## src/rtl/ysyx_22040759_if_fq.sv

```systemverilog
// Instruction fetch stage: pipelined imem requests, tag FIFO,
// instruction queue to decode, single-cycle redirect with discard.
module ysyx_22040759_if_fq #(
  parameter int XLEN = 64,
  parameter int ILEN = 32,
  parameter logic [XLEN-1:0] RESET_PC = 'h8000_0000,
  parameter int FQ_DEPTH = 4,
  parameter int MAX_OUT = 2
) (
  input  logic                 clk,
  input  logic                 rst,
  input  logic                 redirect_valid,
  input  logic [XLEN-1:0]      redirect_pc,
  input  logic                 pcwrite,
  output logic                 i_req_valid,
  output logic [XLEN-1:0]      i_req_addr,
  input  logic                 i_req_ready,
  input  logic                 i_rsp_valid,
  input  logic [ILEN-1:0]      i_rsp_inst,
  output logic                 fs_to_ds_valid,
  output logic [ILEN+XLEN-1:0] fs_to_ds_bus,
  input  logic                 ds_allowin,
  output logic                 fetched
);

  localparam int OW = $clog2(MAX_OUT + 1);
  localparam int CW = $clog2(FQ_DEPTH + 1);
  localparam int QW = $clog2(FQ_DEPTH);
  localparam int TW = (MAX_OUT > 1) ? $clog2(MAX_OUT) : 1;
  localparam int SW = ((OW > CW) ? OW : CW) + 1;
  localparam logic [OW-1:0] OUT_MAX = OW'(MAX_OUT);
  localparam logic [SW-1:0] Q_MAX = SW'(FQ_DEPTH);
  localparam logic [TW-1:0] T_LAST = TW'(MAX_OUT - 1);

  logic [XLEN-1:0] fetch_pc;
  logic [OW-1:0]   outstanding;
  logic [OW-1:0]   discard;
  logic [TW-1:0]   t_head;
  logic [TW-1:0]   t_tail;
  logic [XLEN-1:0] tag_mem [MAX_OUT];
  logic [QW-1:0]   q_head;
  logic [QW-1:0]   q_tail;
  logic [CW-1:0]   count;
  logic [ILEN-1:0] q_inst [FQ_DEPTH];
  logic [XLEN-1:0] q_pc [FQ_DEPTH];

  logic [SW-1:0] credit_used;
  logic          req_fire;
  logic          rsp_take;
  logic          q_push;
  logic          q_pop;
  logic          unused_ok;

  function automatic logic [TW-1:0] t_next(input logic [TW-1:0] p);
    return (p == T_LAST) ? '0 : p + 1'b1;
  endfunction

  // discarded responses still hold a credit until they land
  assign credit_used = SW'(count) + SW'(outstanding);

  assign i_req_valid = !rst && !redirect_valid && !pcwrite &&
                       (outstanding < OUT_MAX) &&
                       (credit_used < Q_MAX);
  assign i_req_addr  = fetch_pc;

  assign req_fire = i_req_valid && i_req_ready;
  assign rsp_take = i_rsp_valid && (outstanding != '0);
  assign q_push   = rsp_take && (discard == '0) && !redirect_valid;
  assign q_pop    = fs_to_ds_valid && ds_allowin;

  assign fs_to_ds_valid = (count != '0) && !redirect_valid;
  assign fs_to_ds_bus   = fs_to_ds_valid ?
                          {q_inst[q_head], q_pc[q_head]} :
                          {ILEN'(32'h13), {XLEN{1'b0}}};

  assign unused_ok = ^redirect_pc[1:0];

  always_ff @(posedge clk or posedge rst) begin
    if (rst) begin
      fetch_pc    <= RESET_PC;
      outstanding <= '0;
      discard     <= '0;
      t_head      <= '0;
      t_tail      <= '0;
      q_head      <= '0;
      q_tail      <= '0;
      count       <= '0;
      fetched     <= 1'b0;
    end else if (redirect_valid) begin
      fetch_pc    <= {redirect_pc[XLEN-1:2], 2'b00};
      outstanding <= outstanding - OW'(rsp_take);
      discard     <= outstanding - OW'(rsp_take);
      t_head      <= '0;
      t_tail      <= '0;
      q_head      <= '0;
      q_tail      <= '0;
      count       <= '0;
    end else begin
      if (req_fire) begin
        fetch_pc <= fetch_pc + XLEN'(4);
        t_tail   <= t_next(t_tail);
      end
      outstanding <= outstanding + OW'(req_fire) - OW'(rsp_take);
      if (rsp_take) begin
        if (discard != '0) discard <= discard - 1'b1;
        else t_head <= t_next(t_head);
      end
      if (q_push) q_tail <= q_tail + 1'b1;
      if (q_pop) begin
        q_head  <= q_head + 1'b1;
        fetched <= 1'b1;
      end
      count <= count + CW'(q_push) - CW'(q_pop);
    end
  end

  always_ff @(posedge clk) begin
    if (req_fire) tag_mem[t_tail] <= fetch_pc;
    if (q_push) begin
      q_inst[q_tail] <= i_rsp_inst;
      q_pc[q_tail]   <= tag_mem[t_head];
    end
  end

endmodule

```

## config.mk

```make
export PLATFORM = sky130hd
export DESIGN_NAME = ysyx_22040759_if_fq
export DESIGN_NICKNAME = d
export VERILOG_FILES = /design/src/rtl/ysyx_22040759_if_fq.sv
export SDC_FILE = /design/constraint.sdc
export NUM_CORES = 1
export LEC_CHECK = 0
export CAP_MARGIN = 20
export CORE_MARGIN = 8
export CORE_UTILIZATION = 46
export CTS_CLUSTER_DIAMETER = 120
export DETAILED_ROUTE_END_ITERATION = 7
export GPL_ROUTABILITY_DRIVEN = 0
export GPL_TIMING_DRIVEN = 0
export PLACE_DENSITY_LB_ADDON = 0.25
export SLEW_MARGIN = 20
export SYNTH_ARGS = -nofsm -noshare
export SYNTH_HDL_FRONTEND = slang
export SYNTH_SLANG_ARGS = --single-unit
```

## constraint.sdc

```tcl
create_clock -name clk -period 5.4 [get_ports clk]
set_input_delay 0.81 -clock clk [delete_from_list [all_inputs] [get_ports clk]]
set_output_delay 0.81 -clock clk [all_outputs]
set_load 0.05 [all_outputs]
```

==> run metrics, run 1 <==
clock sink count=576; FF+latch count, synth=576; first-pass GRT wire length=90.4 mm; main flop type after synthesis=edfxtp_1; crit-path max FO=10; largest area contributor in the netlist=edfxtp_1; IO Pins=266; Tot GR Track Use=20.4%; Post-synth top cells=edfxtp_1, and2_1, mux4_2; die width=242 um; die area=0.0584 mm2; Yosys cell types=58; starting density of the core=46.7%; Via Count=13.8k; Worst Tran Pin Value=993 ps; DP HPWL=41.5 mm; Hold Crit Start=fetched; pwr/cell area=418 mW/mm2; worst hold slack=493 ps; Worst setup EP type=output pin; most frequent cell after synthesis=edfxtp_1; Seq/Total Area, Yosys=72.3%; Max VDD drop=0.000280 V; Root Buffer=clkbuf_16; Clock Path Buffers=3; DRC errors left=0; Routed WL=60.9 mm; CTS H-tree lvls=2; Clock Skews=16.9 ps; Finished Layout Cells=2425; share of cells above drive strength 1=16.5%; largest net degree at the start of global routing=45; CTS Buf Count=58; Post-synth EDFFs=500; wire per inst=25.1 um; Leakage Power=9.60 nW; Post-Synthesis Cells=1369; Post-CTS Resized=0; max-cap violation count=0; post-layout min period=4840 ps; CORE AREA=0.0502 mm2; Detail Route Antenna Nets=0; status=completed; Crit. Startpoint=q_head[0]; mapped cell area=0.0234 mm2; fmax=207 MHz; HP Class=flip-flop to flip-flop; Port Buffer Count=259; area delta synth->final=24.3%; worst path arrival time=4030 ps; max incr delay on CP=710 ps; antenna violations before repair=2; drt pass-1 iters=5; R2R Setup Slk=1410 ps; hold-critical path depth=1; Clock Latency Late Sink=610 ps; Setup violations, final=0; GRT overflow=0; Data required, critical path=4590 ps; WS Path Type=flip-flop to output pin; Final Cycle Share=89.6%; CTS tree=built; setup bufs post-CTS=0; RSZ-0062 raised after global routing=false; Yosys top cell area share=64.1%; Final Net Count=1820; r2r worst-path depth=8; Final Max Slew Viols=0; CP Launch Type=flip-flop; Tot Pwr=12.2 mW; routed vias/inst=5.70; CP max-delay cell=clkdlybuf4s50_1; syn avg cell area=17.1 um2; Die Span Y=242 um; Final Util=58.0%; Placed Instances=2317; top cells by area, synth=edfxtp_1, mux4_2, dfrtp_1, mux2_2, and2_1; Hold Vio Cnt, Final=0; Rel. slew slack=33.8%; vias in the first global route=13.9k; # rows=82; Syn. warnings=0; crit-path cells=clkbuf_1 > buf_2 > buf_1 > mux4_2 > and2_1 > clkdlybuf4s50_1; Post-synth ARST share=13.2%; TNS Setup=0 ps; CTS Hold Bufs=0; worst r2r src=outstanding[1]; detailed router's first-iteration violation count=1284; Worst-path clk slew=60 ps
-- critical path, delay by kind of cell (launching register included) --
kind	cells	cell delay [ps]
buffers and inverters	4	2320
muxes	1	590
DFF	1	320
and+or+nand+nor	1	190
-- flip-flops by register name, indices dropped and copies added, names as in the netlist --
signal and flops:
q_pc 248, q_inst 128, tag_mem 124, i_req_addr 62
count 3, discard 2, outstanding 2, q_head 2
q_tail 2, fetched 1, t_head 1, t_tail 1
-- routing by layer --
layer,GRT usage (%),wire (um),share of wire [%],vias to the layer above
met5,0,0,0,-
met2,33.3,29600,49,582
met3,3.64,4330,7.1,114
met1,27.4,25200,41,7059
li1,-,-,-,6057
met4,7.19,1830,3.0,0
-- area by class of cell --
type                       count  area, um2
tap                          672        841
sequential                   576      16900
inverter                      13       51.3
antenna                        3       7.51
clock buffer                  76       1580
buffer                        75        320
clock inverter                29        278
fill                        3817      21100
multi-input combinational    708       6150
timing repair buffer         273       2940
-- report_power, final --
part,internal [mW],total [mW],switching [mW]
registers,5.10,5.27,0.179
logic,1.12,2.95,1.83
clock network,2.29,3.93,1.64
-- worst paths after layout --
check,to
hold reg to reg,fetched
setup / recovery,fs_to_ds_bus[89]
min in group asynchronous,count[2]
hold / removal,fetched
setup reg to reg,tag_mem[1][38]
max in group asynchronous,i_req_addr[31]
-- stage by stage --
step / setup slack, ps / area [um2]
finish: 560 / 29100
global route: 294 / 29100
CTS: 360 / 29100
detailed placement: 728 / 27200
global placement: -2740 / 26900
floorplan: 534 / 23400
-- cells by family (layout without fill, tap and decap cells) --
family | after synthesis | in the layout | share of synthesized area [%]
xor+xnor | 23 | 23 | 0.861
other cells | 1 | 7 | 0.0160
flops | 576 | 576 | 72.3
buf+inv | 88 | 466 | 1.57
simple gates | 384 | 384 | 8.93
compound gates | 123 | 123 | 3.38
fa+ha+maj | 12 | 12 | 0.674
mux | 162 | 162 | 12.3
-- cell usage in the layout (no fill, tap or decap), drive strengths merged, types with 4 or more instances in the layout --
master,netlist,routed
edfxtp,500,500
clkdlybuf4s50,0,259
clkbuf,49,126
and2,98,98
mux4,94,94
nand2,88,88
dfrtp,75,75
mux2,64,64
nor2,49,49
nand3,46,46
o21ai,44,44
buf,26,39
nand4,28,28
clkinv,0,20
a21oi,19,19
and3,18,18
o211ai,16,16
nor4,14,14
inv,13,13
a31oi,12,12
xor2,12,12
xnor2,11,11
ha,11,11
nor3,9,9
and4,8,8
or4,8,8
o311ai,8,8
a221o,7,7
or3,7,7
bufinv,0,5
mux2i,4,4
a22oi,4,4
conb,1,4
clkinvlp,0,4
Note: power is estimated with default switching activity, not from simulation.
==> run 2, diff against run 1 <==
- CTS_CLUSTER_DIAMETER: 120 -> not set
- CTS_CLUSTER_SIZE: not set -> 25
==> results of run 2 <==
The final DEF is identical to that of run 1; final timing and power are the same.
==> run 3, diff against run 2 <==
- PLACE_DENSITY: not set -> 0.67
- PLACE_DENSITY_LB_ADDON: 0.25 -> not set
==> run 3 against run 2 <==
Global-route usage decreased by 0.059 points. First-iteration DRC count decreased by 11%. Non-clock buffer count decreased by 1. Hold slack got worse by 26 ps. Critical path depth unchanged. Flip-flop and latch count unchanged. Sequential share of layout area increased by 0.13 points. Sequential power about the same. Maximum frequency decreased by 2.4%. Die area unchanged. Critical path type unchanged. Highest routed layer unchanged.
==> run metrics, run 3 (synthesis results as in run 1) <==
vias in the first global route=14.1k; combinational share of power=24.5%; Final Cycle Share=91.9%; crit path capture=fs_to_ds_bus[91]; Tot Pwr=12.0 mW; Detail Route Antenna Nets=0; DRC errors left=0; r2r worst-path depth=8; CP Launch Type=flip-flop; antenna violations before repair=1; clock power share=31.7%; worst r2r src=outstanding[1]; Reg with most FFs=q_pc; Worst setup EP type=output pin; Max VDD drop=0.000276 V; Clock Skews=17.0 ps; CTS Hold Bufs=0; IO Pins=266; most common cell after layout, fill and taps aside=edfxtp_1; pwr/cell area=415 mW/mm2; HP Class=flip-flop to flip-flop; Leakage Power=9.57 nW; Via Count=13.6k; Data required, critical path=4590 ps; CTS tree=built; post-layout min period=4960 ps; clock sink count=576; share of cells above drive strength 1=15.9%; starting density of the core=46.7%; status=completed; worst path arrival time=4150 ps; Final Net Count=1819; Root Buffer=clkbuf_16; # rows=82; GRT overflow=0; DP HPWL=41.2 mm; switching share of power=30.1%; detailed router's first-iteration violation count=1143; crit-path max FO=10; sw power=3.63 mW; die width=242 um; Final Max Slew Viols=0; drt pass-1 iters=5; TNS Setup=0 ps; CORE AREA=0.0502 mm2; Crit. Startpoint=q_head[0]; WS Path Type=flip-flop to output pin; CTS Buf Count=58; CTS H-tree lvls=2; Die Span Y=242 um; wire per inst=24.9 um; Setup violations, final=0; Clock Latency Late Sink=610 ps; Regs by FF count=q_pc x248, q_inst x128, tag_mem x124; worst hold slack=467 ps; Port Buffer Count=259; area delta synth->final=24.0%; Routed WL=60.4 mm; max reg flops=248; setup bufs post-CTS=0; first-pass GRT wire length=90.4 mm; routed vias/inst=5.63; Pint=8.42 mW; Clock Path Buffers=3; RSZ-0062 raised after global routing=false; max-cap violation count=0; die area=0.0584 mm2; Worst-path clk slew=60 ps; Hold Vio Cnt, Final=0; Rel. slew slack=24.5%; Post-CTS Resized=0; # fillers=3862; sequential power share=43.8%; largest net degree at the start of global routing=43; R2R Setup Slk=1370 ps; Tot GR Track Use=20.4%; FF-to-FF End=tag_mem[1][36]; Worst Tran Pin Value=1130 ps; commonest cells after routing, fill and taps aside=edfxtp_1, clkdlybuf4s50_1, mux4_2; fmax=202 MHz
run 3: cell types whose count changed in the layout (fill, tap and decap cells not counted), sizes merged:
cell | before | now
clkinvlp | 4 | 1
buf | 39 | 38
clkinv | 20 | 17
bufinv | 5 | 3
clkbuf | 126 | 134
inv | 13 | 15
diode | 3 | 1
run 3: power groups by stage:
stage / clock [mW] / combinational, mW / sequential [mW]
after global placement: 0 / 2.94 / 5.38
after detailed placement: 0 / 2.99 / 5.37
after CTS: 3.91 / 3.00 / 5.28
final: 3.82 / 2.95 / 5.28
after floorplan: 0 / 1.77 / 5.50
after global routing: 4.06 / 3.14 / 5.30
run 3: metal layers:
layer	GRT usage (%)	share of wire, %	vias up
li1	-	-	6070
met3	5.54	8.5	84
met1	26.7	41	6925
met4	5.85	2.4	0
met2	33.1	48	559
met5	0	0	-
run 3: worst min-delay path by stage:
stage	from	endpoint	slack (ps)	cells past startpoint
2_1_floorplan	outstanding[1]	outstanding[1]	520	1
3_3_place_gp	fetched	fetched	460	1
3_5_place_dp	fetched	fetched	450	1
4_1_cts	fetched	fetched	470	1
5_1_grt	fetched	fetched	520	1
6_report	fetched	fetched	470	1
run 3: metrics by stage:
step	area (um2)	worst slack [ps]	util (%)	instances
floorplan	23400	534	-	1372
global placement	26900	-2660	53.5	2303
detailed placement	27200	646	54.3	2316
CTS	29000	297	57.8	2423
global route	29000	232	57.8	2423
finish	29000	439	57.9	2424
run 3: worst max-delay path, cell delays in order (launching register included):
cell and delay (ps):
dfrtp_1 320, clkbuf_1 580, buf_2 500, buf_1 650, mux4_2 590, and2_1 180
clkdlybuf4s50_1 720
run 3: final cells by class:
type,instances,area [um2],area share [%]
Antenna cell,1,2.50,0.00862
Buffer,75,322,1.11
Clock buffer,84,1610,5.55
Clock inverter,23,186,0.642
Inverter,13,51.3,0.177
Multi-Input combinational cell,708,6160,21.2
Sequential cell,576,16900,58.3
Tap cell,672,841,2.90
Timing Repair Buffer,272,2940,10.1
